`config.mk`:
```
export PLATFORM = sky130hd
export DESIGN_NAME = block_pe_elastic
export DESIGN_NICKNAME = d
export VERILOG_FILES = /design/src/rtl/block_pe_elastic_pkg.sv /design/src/rtl/pe_sync_fifo.sv /design/src/rtl/block_pe_elastic.sv
export SDC_FILE = /design/constraint.sdc
export NUM_CORES = 1
export LEC_CHECK = 0
export BUFFER_PORTS_ARGS = -buffer_cell sky130_fd_sc_hd__buf_2
export CORE_MARGIN = 2
export CORE_UTILIZATION = 40
export DETAILED_ROUTE_END_ITERATION = 16
export PLACE_DENSITY = 0.63
export SETUP_SLACK_MARGIN = 0.4
export SYNTH_ARGS = -nofsm -noshare
export SYNTH_HDL_FRONTEND = slang
export SYNTH_SLANG_ARGS = --single-unit
```
`constraint.sdc`:
```
create_clock -name clk -period 6 [get_ports clk]
set_input_delay 0.3 -clock clk [delete_from_list [all_inputs] [get_ports clk]]
set_output_delay 0.3 -clock clk [all_outputs]
set_load 0.1 [all_outputs]
```
`src/rtl/block_pe_elastic_pkg.sv`:
```
// rtl/block_pe_elastic_pkg.sv - shared op codes, config view and select-width helper for the elastic PE
package block_pe_elastic_pkg;

  localparam int SEL_MAX = 8;

  typedef enum logic [2:0] {
    OP_ADD  = 3'd0,
    OP_SUB  = 3'd1,
    OP_AND  = 3'd2,
    OP_OR   = 3'd3,
    OP_XOR  = 3'd4,
    OP_SHL  = 3'd5,
    OP_SHR  = 3'd6,
    OP_PASS = 3'd7
  } op_e;

  // Decoded view of the serial config register; selects are zero-extended to SEL_MAX.
  typedef struct packed {
    op_e               op;
    logic [SEL_MAX-1:0] sel_b;
    logic [SEL_MAX-1:0] sel_a;
  } cfg_t;

  function automatic int sel_w(input int num_in);
    return $clog2(num_in + 1);
  endfunction

endpackage

```
`src/rtl/pe_sync_fifo.sv`:
```
// rtl/pe_sync_fifo.sv - synchronous output FIFO with wrap-modulo-DEPTH pointers
module pe_sync_fifo #(
  parameter int DATA_W = 32,
  parameter int DEPTH  = 2
) (
  input  logic                       clk,
  input  logic                       reset,
  input  logic                       push,
  input  logic [DATA_W-1:0]          push_data,
  input  logic                       pop,
  output logic [DATA_W-1:0]          pop_data,
  output logic                       full,
  output logic                       empty,
  output logic [$clog2(DEPTH+1)-1:0] count
);

  localparam int PTR_W = (DEPTH > 1) ? $clog2(DEPTH) : 1;
  localparam int CNT_W = $clog2(DEPTH + 1);

  logic [DATA_W-1:0] mem [DEPTH];
  logic [PTR_W-1:0]  wr_ptr;
  logic [PTR_W-1:0]  rd_ptr;
  logic              do_push;
  logic              do_pop;

  assign full     = (count == CNT_W'(DEPTH));
  assign empty    = (count == '0);
  assign do_push  = push && !full;
  assign do_pop   = pop && !empty;
  assign pop_data = mem[rd_ptr];

  function automatic logic [PTR_W-1:0] next_ptr(input logic [PTR_W-1:0] p);
    return (p == PTR_W'(DEPTH - 1)) ? '0 : p + PTR_W'(1);
  endfunction

  always_ff @(posedge clk) begin
    if (do_push) mem[wr_ptr] <= push_data;
  end

  always_ff @(posedge clk or negedge reset) begin
    if (!reset) begin
      wr_ptr <= '0;
      rd_ptr <= '0;
      count  <= '0;
    end else begin
      if (do_push) wr_ptr <= next_ptr(wr_ptr);
      if (do_pop)  rd_ptr <= next_ptr(rd_ptr);
      case ({do_push, do_pop})
        2'b10:   count <= count + CNT_W'(1);
        2'b01:   count <= count - CNT_W'(1);
        default: ;
      endcase
    end
  end

endmodule

```
`src/rtl/block_pe_elastic.sv`:
```
// rtl/block_pe_elastic.sv - elastic two-operand PE with serial config and output FIFO
// Optional constant operand enabled by BLOCK_PE_CONST_EN.
module block_pe_elastic
  import block_pe_elastic_pkg::*;
#(
  parameter int DATA_W = 32,
  parameter int NUM_IN = 4,
  parameter int FIFO_D = 2
) (
  input  logic                     clk,
  input  logic                     reset,
  input  logic                     config_en,
  input  logic                     config_in,
  output logic                     config_out,
  input  logic [NUM_IN*DATA_W-1:0] in_data,
  input  logic [NUM_IN-1:0]        in_valid,
  output logic [NUM_IN-1:0]        in_ready,
  output logic [DATA_W-1:0]        out_data,
  output logic                     out_valid,
  input  logic                     out_ready
);

  localparam int SEL_W = sel_w(NUM_IN);
  localparam int SH_W  = $clog2(DATA_W);
  localparam int CNT_W = $clog2(FIFO_D + 1);
`ifdef BLOCK_PE_CONST_EN
  localparam int CFG_W = 2*SEL_W + 3 + DATA_W;
`else
  localparam int CFG_W = 2*SEL_W + 3;
`endif

  logic [CFG_W-1:0]  cfg_reg;
  cfg_t              cfg;
  logic [DATA_W-1:0] const_val;
  logic [DATA_W-1:0] acc;
  logic [DATA_W-1:0] a_data, b_data, result, head;
  logic              a_vld, b_vld, fire;
  logic              fifo_full, fifo_empty;
  logic [CNT_W-1:0]  fifo_count;

  always_comb begin
    cfg       = '0;
    cfg.sel_a = SEL_MAX'(cfg_reg[SEL_W-1:0]);
    cfg.sel_b = SEL_MAX'(cfg_reg[2*SEL_W-1:SEL_W]);
    cfg.op    = op_e'(cfg_reg[2*SEL_W+2 -: 3]);
  end

`ifdef BLOCK_PE_CONST_EN
  assign const_val = cfg_reg[CFG_W-1 -: DATA_W];
`else
  assign const_val = '0;
`endif

  // Returns {valid, data}; accumulator, constant and out-of-range selects are always valid.
  function automatic logic [DATA_W:0] pick(
    input logic [SEL_MAX-1:0]       sel,
    input logic [NUM_IN*DATA_W-1:0] d,
    input logic [NUM_IN-1:0]        v,
    input logic [DATA_W-1:0]        acc_v,
    input logic [DATA_W-1:0]        k
  );
    logic [DATA_W:0] r;
    r = {1'b1, {DATA_W{1'b0}}};
    for (int i = 0; i < NUM_IN; i++)
      if (sel == SEL_MAX'(i)) r = {v[i], d[i*DATA_W +: DATA_W]};
    if (sel == SEL_MAX'(NUM_IN))     r = {1'b1, acc_v};
    if (sel == SEL_MAX'(NUM_IN + 1)) r = {1'b1, k};
    return r;
  endfunction

  assign {a_vld, a_data} = pick(cfg.sel_a, in_data, in_valid, acc, const_val);
  assign {b_vld, b_data} = pick(cfg.sel_b, in_data, in_valid, acc, const_val);

  assign fire = reset && !config_en && !fifo_full && a_vld && b_vld;

  always_comb begin
    in_ready = '0;
    for (int i = 0; i < NUM_IN; i++)
      in_ready[i] = fire && (cfg.sel_a == SEL_MAX'(i) || cfg.sel_b == SEL_MAX'(i));
  end

  always_comb begin
    result = a_data;
    case (cfg.op)
      OP_ADD:  result = a_data + b_data;
      OP_SUB:  result = a_data - b_data;
      OP_AND:  result = a_data & b_data;
      OP_OR:   result = a_data | b_data;
      OP_XOR:  result = a_data ^ b_data;
      OP_SHL:  result = a_data << b_data[SH_W-1:0];
      OP_SHR:  result = a_data >> b_data[SH_W-1:0];
      default: result = a_data;
    endcase
  end

  always_ff @(posedge clk or negedge reset) begin
    if (!reset) begin
      cfg_reg <= '0;
      acc     <= '0;
    end else begin
      if (config_en) cfg_reg <= {cfg_reg[CFG_W-2:0], config_in};
      if (fire)      acc     <= result;
    end
  end

  pe_sync_fifo #(.DATA_W(DATA_W), .DEPTH(FIFO_D)) u_fifo (
    .clk       (clk),
    .reset     (reset),
    .push      (fire),
    .push_data (result),
    .pop       (out_valid && out_ready),
    .pop_data  (head),
    .full      (fifo_full),
    .empty     (fifo_empty),
    .count     (fifo_count)
  );

  assign out_valid  = (fifo_count != '0);
  assign out_data   = fifo_empty ? '0 : head;
  assign config_out = cfg_reg[CFG_W-1];

endmodule

```
==> qor.csv, run 1 <==
stage,metric,value,unit
logic_synthesis,Syn Area/Cell,8.520,µm²
clocking,number of buffers on the longest clock path,2,
place,half-perimeter wire length of the detailed placement result,56.93,mm
logic_synthesis,post-synthesis async set-or-reset flop share,41.28,%
layout,Syn-to-layout area delta,12.96,%
die,area enclosed by the die boundary,39750,µm²
timing,Hold Fails Final Rpt,0,
clocking,Root Buffer,clkbuf_16,
setup_path,startpoint type of the worst setup path,flip-flop,
layout,number of nets at the end of the flow,2195,
clocking,depth of the CTS H-tree,3,
layout,final design area excluding fillers,17250,µm²
drt,number of iterations in the first detailed-routing pass,6,
power,highest ir drop seen on vdd,0.2776,mV
clocking,CTS buffer count,9,
clocking,latest clock arrival within the worst-skew pair,0.38,ns
place,number of I/O port buffers,174,
timing,transition time at the pin with the least slew margin,1.181,ns
logic_synthesis,most frequently used flop master after synthesis,edfxtp_1,
power,Power per Cell Area,556.5,nW/µm²
layout,utilization of the core after routing,45.79,%
logic_synthesis,post-synth net total,2027,
logic_synthesis,number of synthesized flops with an enable pin,64,
global_route,maximum number of pins on one net before global-route repair,66,
timing,Max Fclk,0.1829,GHz
layout,number of flip-flops under the largest register name,64,
layout,Antenna Diode Count,0,
drt,number of nets still failing antenna checks after routing,0,
setup_path,end of the worst register-to-register path,acc[18],
timing,RSZ-0062 raised after global routing,true,
die,initial core utilization,40.54,%
drt,average wire per standard cell,29.36,µm
drt,drt initial violations,1757,
die,Std-Cell Core Area,37670,µm²
logic_synthesis,post-synthesis register bit count,109,
global_route,total track usage,36.00,%
layout,"commonest cells after routing, fill and taps aside","mux2i_1 (227), nor2_1 (181), buf_2 (174)",
timing,Tmin final,5.467,ns
timing,relative slew slack,20.42,%
layout,share of cells above drive strength 1,24.58,%
setup_path,data required time at the worst endpoint,6.31,ns
setup_path,Setup crit end kind,flip-flop,
setup_path,critical setup path kind,flip-flop to flip-flop,
logic_synthesis,post-synthesis instance total,1792,
setup_path,highest fanout seen on the critical path,14,
timing,Clock Skew,0.01645,ns
status,run status,finished clean,
logic_synthesis,number of library cell types mapped by synthesis,97,
layout,layout filler cell count,3764,
power,"sum of internal, switching and leakage power",0.009598,W
setup_path,r2r worst-path depth,22,
logic_synthesis,Synth Cell Area,15270,µm²
logic_synthesis,register area share after synthesis,19.96,%
setup_path,flop-to-flop setup slack,0.53,ns
global_route,wire length of the first global-routing pass,103.7,mm
drt,DRC viols,0,
timing,count of pins over their slew limit,0,
logic_synthesis,Synth Warn #,0,
clocking,TritonCTS clock tree,done,
clocking,clock sinks,109,
drt,total length of routed wires,72.69,mm
die,number of placed I/O pins,175,
die,Core Rows,71,
power,P_leak,7.511,nW
timing,setup total negative slack,0,ns
clocking,clock slew at the register clock pins of the worst setup and hold paths,0.08,ns
global_route,number of antenna violations at the first check in global routing,0,
global_route,vias in the first global route,15040,
worst_hold_path,Tightest Hold Check Type,input port to async pin,
layout,"leading cell type in the layout, fill and taps excluded",mux2i_1,
die,vertical die dimension,199.4,µm
place,last weighted congestion value of the routability-driven placer,1.117,
drt,via/cell ratio,6.502,
global_route,overflow left after global routing,0,
timing,final critical-path share of the clock period,91.12,%
place,Placement Cell Area,16830,µm²
run,Max Cap Violations,0,
timing,count of final setup violators,0,
clocking,number of buffers inserted for hold repair after clock tree synthesis,0,
setup_path,arrival time of data at the critical path endpoint,5.77,ns
setup_path,r2r startpoint,cfg_reg[5],
die,die width,199.4,µm
drt,count of vias placed by the detailed router,16100,
==> how the worst max path moves through the flow <==
stage | end | start | slack [ns]
after floorplan | acc[31] | cfg_reg[8] | 0.92
after global placement | u_fifo.mem[1][30] | cfg_reg[5] | 0.14
after detailed placement | u_fifo.mem[0][30] | cfg_reg[5] | 0.13
after CTS | acc[18] | cfg_reg[5] | 0.41
after global routing | u_fifo.mem[0][30] | cfg_reg[5] | 0.35
final | acc[18] | cfg_reg[5] | 0.53
==> metrics by stage <==
stage               cells  worst slack (ns)  hold slack, ns
CTS                  2469            0.4102         0.07221
finish               2476            0.5331         0.04211
global route         2476            0.3494          0.1075
floorplan            1792            0.9232        0.004409
global placement     2452            0.1415          0.4572
detailed placement   2452            0.1320          0.4687
==> critical path, stage by stage (launching register included) <==
cell     delay (ns)
dfrtp_4        0.57
mux2_1         0.34
a221o_1        0.36
o21ai_1        0.31
inv_1          0.21
nor4_2         0.40
buf_4          0.22
a31oi_1        0.11
xnor2_1        0.16
buf_4          0.16
ha_1           0.31
nand2_1        0.11
nor2_1         0.06
o41ai_2        0.35
o21ai_0        0.14
buf_4          0.18
a31oi_1        0.21
xor2_1         0.13
o22ai_1        0.16
nor2_1         0.06
buf_4          0.15
a22oi_1        0.44
mux2_2         0.25
==> per-layer routing <==
metal,wire (µm),track usage [%],vias up
met1,30830,49.56,7819
met3,8196,8.068,162
met2,30670,54.99,1050
li1,-,-,7068
met4,3001,13.28,0
met5,0,0,-
==> where the power goes <==
part           switching [W]  total (W)  internal (W)
clock               0.000308   0.000597      0.000290
combinational        0.00523    0.00768       0.00245
sequential          0.000180    0.00132       0.00114
total                0.00572    0.00960       0.00388
==> layout make-up <==
cell class / count / area [µm²] / share of cell area (%)
clock buffer: 10 / 229.0 / 1.328
sequential: 109 / 3059 / 17.74
inverter: 76 / 292.8 / 1.697
clock inverter: 6 / 55.05 / 0.3192
timing repair buffer: 291 / 1760 / 10.21
tap: 511 / 639.4 / 3.707
multi-input combinational: 1473 / 11210 / 65.01
==> synth_stat cells, drive strengths merged, types with 53 or more instances <==
| cell type | instances | area, µm² |
|---|---|---|
| mux2i | 230 | 2322 |
| nor2 | 188 | 713.2 |
| a21oi | 135 | 683.2 |
| o21ai | 127 | 669.4 |
| nand2 | 120 | 457.9 |
| ha | 97 | 1214 |
| buf | 81 | 610.6 |
| mux2 | 78 | 885.8 |
| inv | 75 | 289.0 |
| edfxtp | 64 | 1922 |
| a22oi | 53 | 446.7 |
| clkbuf | 53 | 198.9 |
==> repair_timing <==
item                       4_1_cts  5_1_grt
resized for setup                4       15
pin swaps                        0        1
setup endpoints to repair       24       41
buffers inserted                 1        7
==> cells by family (layout without fill, tap and decap cells) <==
family | after synthesis | in the layout | synth area share, %
flops | 109 | 109 | 19.96
compound gates | 565 | 565 | 25.99
simple gates | 433 | 433 | 12.64
xor+xnor | 57 | 57 | 3.319
mux | 320 | 320 | 22.78
buf+inv | 210 | 383 | 7.220
fa+ha+maj | 98 | 98 | 8.080
No activity file was read; power rests on OpenSTA's default activity.
==> run 2, diff against run 1 <==
--- a/config.mk
+++ b/config.mk
@@ -5,6 +5,7 @@
 export SDC_FILE = /design/constraint.sdc
 export NUM_CORES = 1
 export LEC_CHECK = 0
+export ABC_AREA = 1
 export BUFFER_PORTS_ARGS = -buffer_cell sky130_fd_sc_hd__buf_2
 export CORE_MARGIN = 2
 export CORE_UTILIZATION = 40
==> run 2 against run 1 <==
Against the previous run:
- sequential cell count is the same
- worst setup slack improved by 0.088 ns
- cell area increased by 0.67%
- register-to-register slack better by 0.09 ns
- combinational power is 7.0% lower
- critical path depth up 1
- non-clock buffer count decreased by 47
- clock-buffer cell count is 1 lower
- worst hold slack worse by 0.0098 ns
- maximum frequency up 1.6%
- clock power up 5.7%
- die area grew 1.9%
- highest routed layer is now met5
==> qor.csv, run 2 <==
stage,metric,value,unit,change
logic_synthesis,area share of the leading cell type in the synthesized netlist,21.44,%,was 14.88%
run,Max Cap Violations,0,,unchanged
setup_path,flop-to-flop setup slack,0.62,ns,was 0.53 ns
logic_synthesis,simple-gate share of the synthesized area,44.09,%,was 12.64%
clocking,latest clock arrival within the worst-skew pair,0.37,ns,was 0.38 ns
clocking,number of buffers on the longest clock path,2,,unchanged
setup_path,highest fanout seen on the critical path,16,,was 14
die,area enclosed by the die boundary,40510,µm²,"was 39,750 µm²"
clocking,CTS buffer count,9,,unchanged
layout,Antenna Diode Count,0,,unchanged
timing,count of final setup violators,0,,unchanged
timing,final critical-path share of the clock period,89.66,%,was 91.12%
timing,Tmin final,5.379,ns,was 5.467 ns
timing,relative slew slack,28.37,%,was 20.42%
logic_synthesis,share of cell area taken by muxes after synthesis,0,%,was 22.78%
layout,number of flip-flops under the largest register name,64,,unchanged
setup_path,startpoint type of the worst setup path,flip-flop,,unchanged
clocking,depth of the CTS H-tree,3,,unchanged
logic_synthesis,register area share after synthesis,19.58,%,was 19.96%
timing,Clock Skew,0.01750,ns,was 0.01645 ns
layout,Syn-to-layout area delta,11.54,%,was 12.96%
global_route,number of antenna violations at the first check in global routing,3,,was 0
timing,Max Fclk,0.1859,GHz,was 0.1829 GHz
place,number of I/O port buffers,174,,unchanged
die,vertical die dimension,201.3,µm,was 199.4 µm
die,Std-Cell Core Area,38560,µm²,"was 37,670 µm²"
global_route,met1 Usage GRT,52.09,%,was 49.56%
die,initial core utilization,40.38,%,was 40.54%
power,"sum of internal, switching and leakage power",0.009024,W,was 0.009598 W
layout,"leading cell type in the layout, fill and taps excluded",nand2_1,,was mux2i_1
layout,utilization of the core after routing,45.04,%,was 45.79%
logic_synthesis,post-synthesis async set-or-reset flop share,41.28,%,unchanged
setup_path,r2r worst-path depth,23,,was 22
timing,RSZ-0062 raised after global routing,true,,unchanged
logic_synthesis,post-synth net total,2906,,"was 2,027"
layout,layout filler cell count,4283,,"was 3,764"
logic_synthesis,most frequently used flop master after synthesis,edfxtp_1,,unchanged
timing,post-route worst setup slack,0.6207,ns,was 0.5331 ns
clocking,number of buffers inserted for hold repair after clock tree synthesis,0,,unchanged
logic_synthesis,post-synthesis instance total,2671,,"was 1,792"
logic_synthesis,largest family of logic cells by synthesized area,simple AND/OR/NAND/NOR gates,,was compound AO/OA/AOI/OAI gates
logic_synthesis,cell taking the most area after synthesis,nand2_1,,was mux2i_1
global_route,overflow left after global routing,0,,unchanged
worst_hold_path,Tightest Hold Check Type,input port to async pin,,unchanged
place,worst slack at placement,0.3314,ns,was 0.1320 ns
clocking,TritonCTS clock tree,done,,unchanged
global_route,global-route met2 utilization,57.92,%,was 54.99%
logic_synthesis,synthesized-area fraction occupied by xor and xnor cells,1.800,%,was 3.319%
place,last weighted congestion value of the routability-driven placer,1.095,,was 1.117
global_route,wire length of the first global-routing pass,113.8,mm,was 103.7 mm
setup_path,end of the worst register-to-register path,u_fifo.mem[1][26],,was acc[18]
logic_synthesis,most common cell in the synthesized netlist,nand2_1,,was mux2i_1
layout,share of cells above drive strength 1,13.11,%,was 24.58%
power,P_leak,9.022,nW,was 7.511 nW
die,die width,201.3,µm,was 199.4 µm
logic_synthesis,Compound-Gate Fraction of Synth Area,14.68,%,was 25.99%
logic_synthesis,number of synthesized flops with an enable pin,64,,unchanged
logic_synthesis,largest cells by area after synthesis,"nand2_1 (21%), nand3_1 (13%), edfxtp_1 (12%)",,"was mux2i_1 (15%), edfxtp_1 (13%), ha_1 (7.9%)"
global_route,global routing met3 resource utilization,4.875,%,was 8.068%
global_route,vias in the first global route,17660,,"was 15,040"
drt,drt initial violations,2800,,"was 1,757"
global_route,maximum number of pins on one net before global-route repair,68,,was 66
logic_synthesis,Synth Cell Area,15570,µm²,"was 15,270 µm²"
global_route,most heavily used metal layer in global routing,met2,,unchanged
drt,number of iterations in the first detailed-routing pass,6,,unchanged
layout,"commonest cells after routing, fill and taps aside","nand2_1 (888), nand3_1 (391), inv_1 (312)",,"was mux2i_1 (227), nor2_1 (181), buf_2 (174)"
clocking,clock slew at the register clock pins of the worst setup and hold paths,0.09,ns,was 0.08 ns
setup_path,Setup crit end kind,flip-flop,,unchanged
setup_path,critical setup path kind,flip-flop to flip-flop,,unchanged
global_route,total track usage,37.22,%,was 36.00%
logic_synthesis,post-synthesis adder-cell area fraction,7.925,%,was 8.080%
clocking,Root Buffer,clkbuf_16,,unchanged
drt,number of nets still failing antenna checks after routing,0,,unchanged
setup_path,arrival time of data at the critical path endpoint,5.48,ns,was 5.77 ns
logic_synthesis,post-synthesis register bit count,109,,unchanged
logic_synthesis,Syn Area/Cell,5.828,µm²,was 8.520 µm²
drt,via/cell ratio,5.912,,was 6.502
die,number of placed I/O pins,175,,unchanged
logic_synthesis,commonest cells in the netlist,"nand2_1 (889), nand3_1 (391), inv_1 (312), nor2_1 (168), o21ai_0 (148)",,"was mux2i_1 (227), nor2_1 (185), a21oi_1 (133), nand2_1 (119), o21ai_0 (103)"
power,highest ir drop seen on vdd,0.2349,mV,was 0.2776 mV
place,half-perimeter wire length of the detailed placement result,61.10,mm,was 56.93 mm
timing,Hold Fails Final Rpt,0,,unchanged
die,Core Rows,72,,was 71
status,run status,finished clean,,unchanged
clocking,clock sinks,109,,unchanged
drt,total length of routed wires,77.83,mm,was 72.69 mm
drt,average wire per standard cell,23.46,µm,was 29.36 µm
setup_path,data required time at the worst endpoint,6.10,ns,was 6.31 ns
timing,setup total negative slack,0,ns,unchanged
drt,DRC viols,0,,unchanged
drt,count of vias placed by the detailed router,19610,,"was 16,100"
layout,number of nets at the end of the flow,3029,,"was 2,195"
logic_synthesis,Synth Warn #,0,,unchanged
timing,transition time at the pin with the least slew margin,1.073,ns,was 1.181 ns
power,Power per Cell Area,519.7,nW/µm²,was 556.5 nW/µm²
logic_synthesis,number of library cell types mapped by synthesis,52,,was 97
timing,count of pins over their slew limit,0,,unchanged
setup_path,r2r startpoint,cfg_reg[4],,was cfg_reg[5]
## run 2: kinds of logic after synthesis
kind of cell / after synthesis
simple gates: 1582
buf+inv: 456
fa+ha+maj: 98
flops: 109
compound gates: 394
xor+xnor: 32
## run 2: metal layers
layer / vias up / wire, µm
met4: 4 / 3665
met2: 1239 / 33840
li1: 9007 / -
met3: 186 / 8412
met5: - / 22
met1: 9174 / 31880
## run 2: how the worst max path moves through the flow
stage                from           endpoint  slack (ns)  cells after the start
2_1_floorplan  cfg_reg[8]  u_fifo.mem[0][24]        2.00                     18
3_3_place_gp   cfg_reg[4]  u_fifo.mem[1][25]        0.39                     26
3_5_place_dp   cfg_reg[4]  u_fifo.mem[1][25]        0.33                     28
4_1_cts        cfg_reg[3]  u_fifo.mem[1][21]        0.47                     25
5_1_grt        cfg_reg[4]  u_fifo.mem[1][25]        0.39                     24
6_report       cfg_reg[4]  u_fifo.mem[1][26]        0.62                     23
## run 2: metrics by stage
stage | instances | area, µm² | hold slack, ns
after floorplan | 2671 | 15570 | 0.004409
after global placement | 3298 | 16970 | 0.4439
after detailed placement | 3298 | 16970 | 0.4682
after CTS | 3314 | 17290 | 0.06052
after global routing | 3317 | 17360 | 0.09025
final | 3317 | 17360 | 0.03228
## run 2: area by class of cell
cell class / count / area, µm² / area share [%]
clock buffers: 9 / 225.2 / 1.297
flip-flops and latches: 109 / 3054 / 17.59
repair buffers: 244 / 1410 / 8.121
inverters: 324 / 1219 / 7.018
well taps: 518 / 648.1 / 3.733
multi-input cells: 2106 / 10720 / 61.74
clock inverters: 7 / 86.33 / 0.4972
## run 2: report_power, final
part / switching (W) / total [W] / internal (W)
combinational: 0.00535 / 0.00714 / 0.00178
sequential: 0.000160 / 0.00126 / 0.00110
clock: 0.000331 / 0.000631 / 0.000300
total: 0.00584 / 0.00902 / 0.00318
## run 2: what timing repair did
action	CTS	global route
resized for setup	3	16
buffers inserted	0	3
setup endpoints to repair	6	27
pin swaps	0	1
## run 2: worst max-delay path, cell delays in order (launching register included)
cell	delay, ns
dfrtp_4	0.58
buf_4	0.22
buf_4	0.20
o21ai_0	0.21
o22ai_1	0.11
nor2_2	0.49
nand3_2	0.16
nor2_4	0.20
nand4_1	0.17
nand2_1	0.14
o21ai_0	0.12
xor2_1	0.18
ha_1	0.42
nand2_1	0.13
nor2_1	0.28
inv_1	0.09
nor2_1	0.17
and3_1	0.18
nand2_1	0.13
nand3_1	0.11
nand2_1	0.05
nand3_1	0.26
nand4_1	0.22
and2_1	0.27
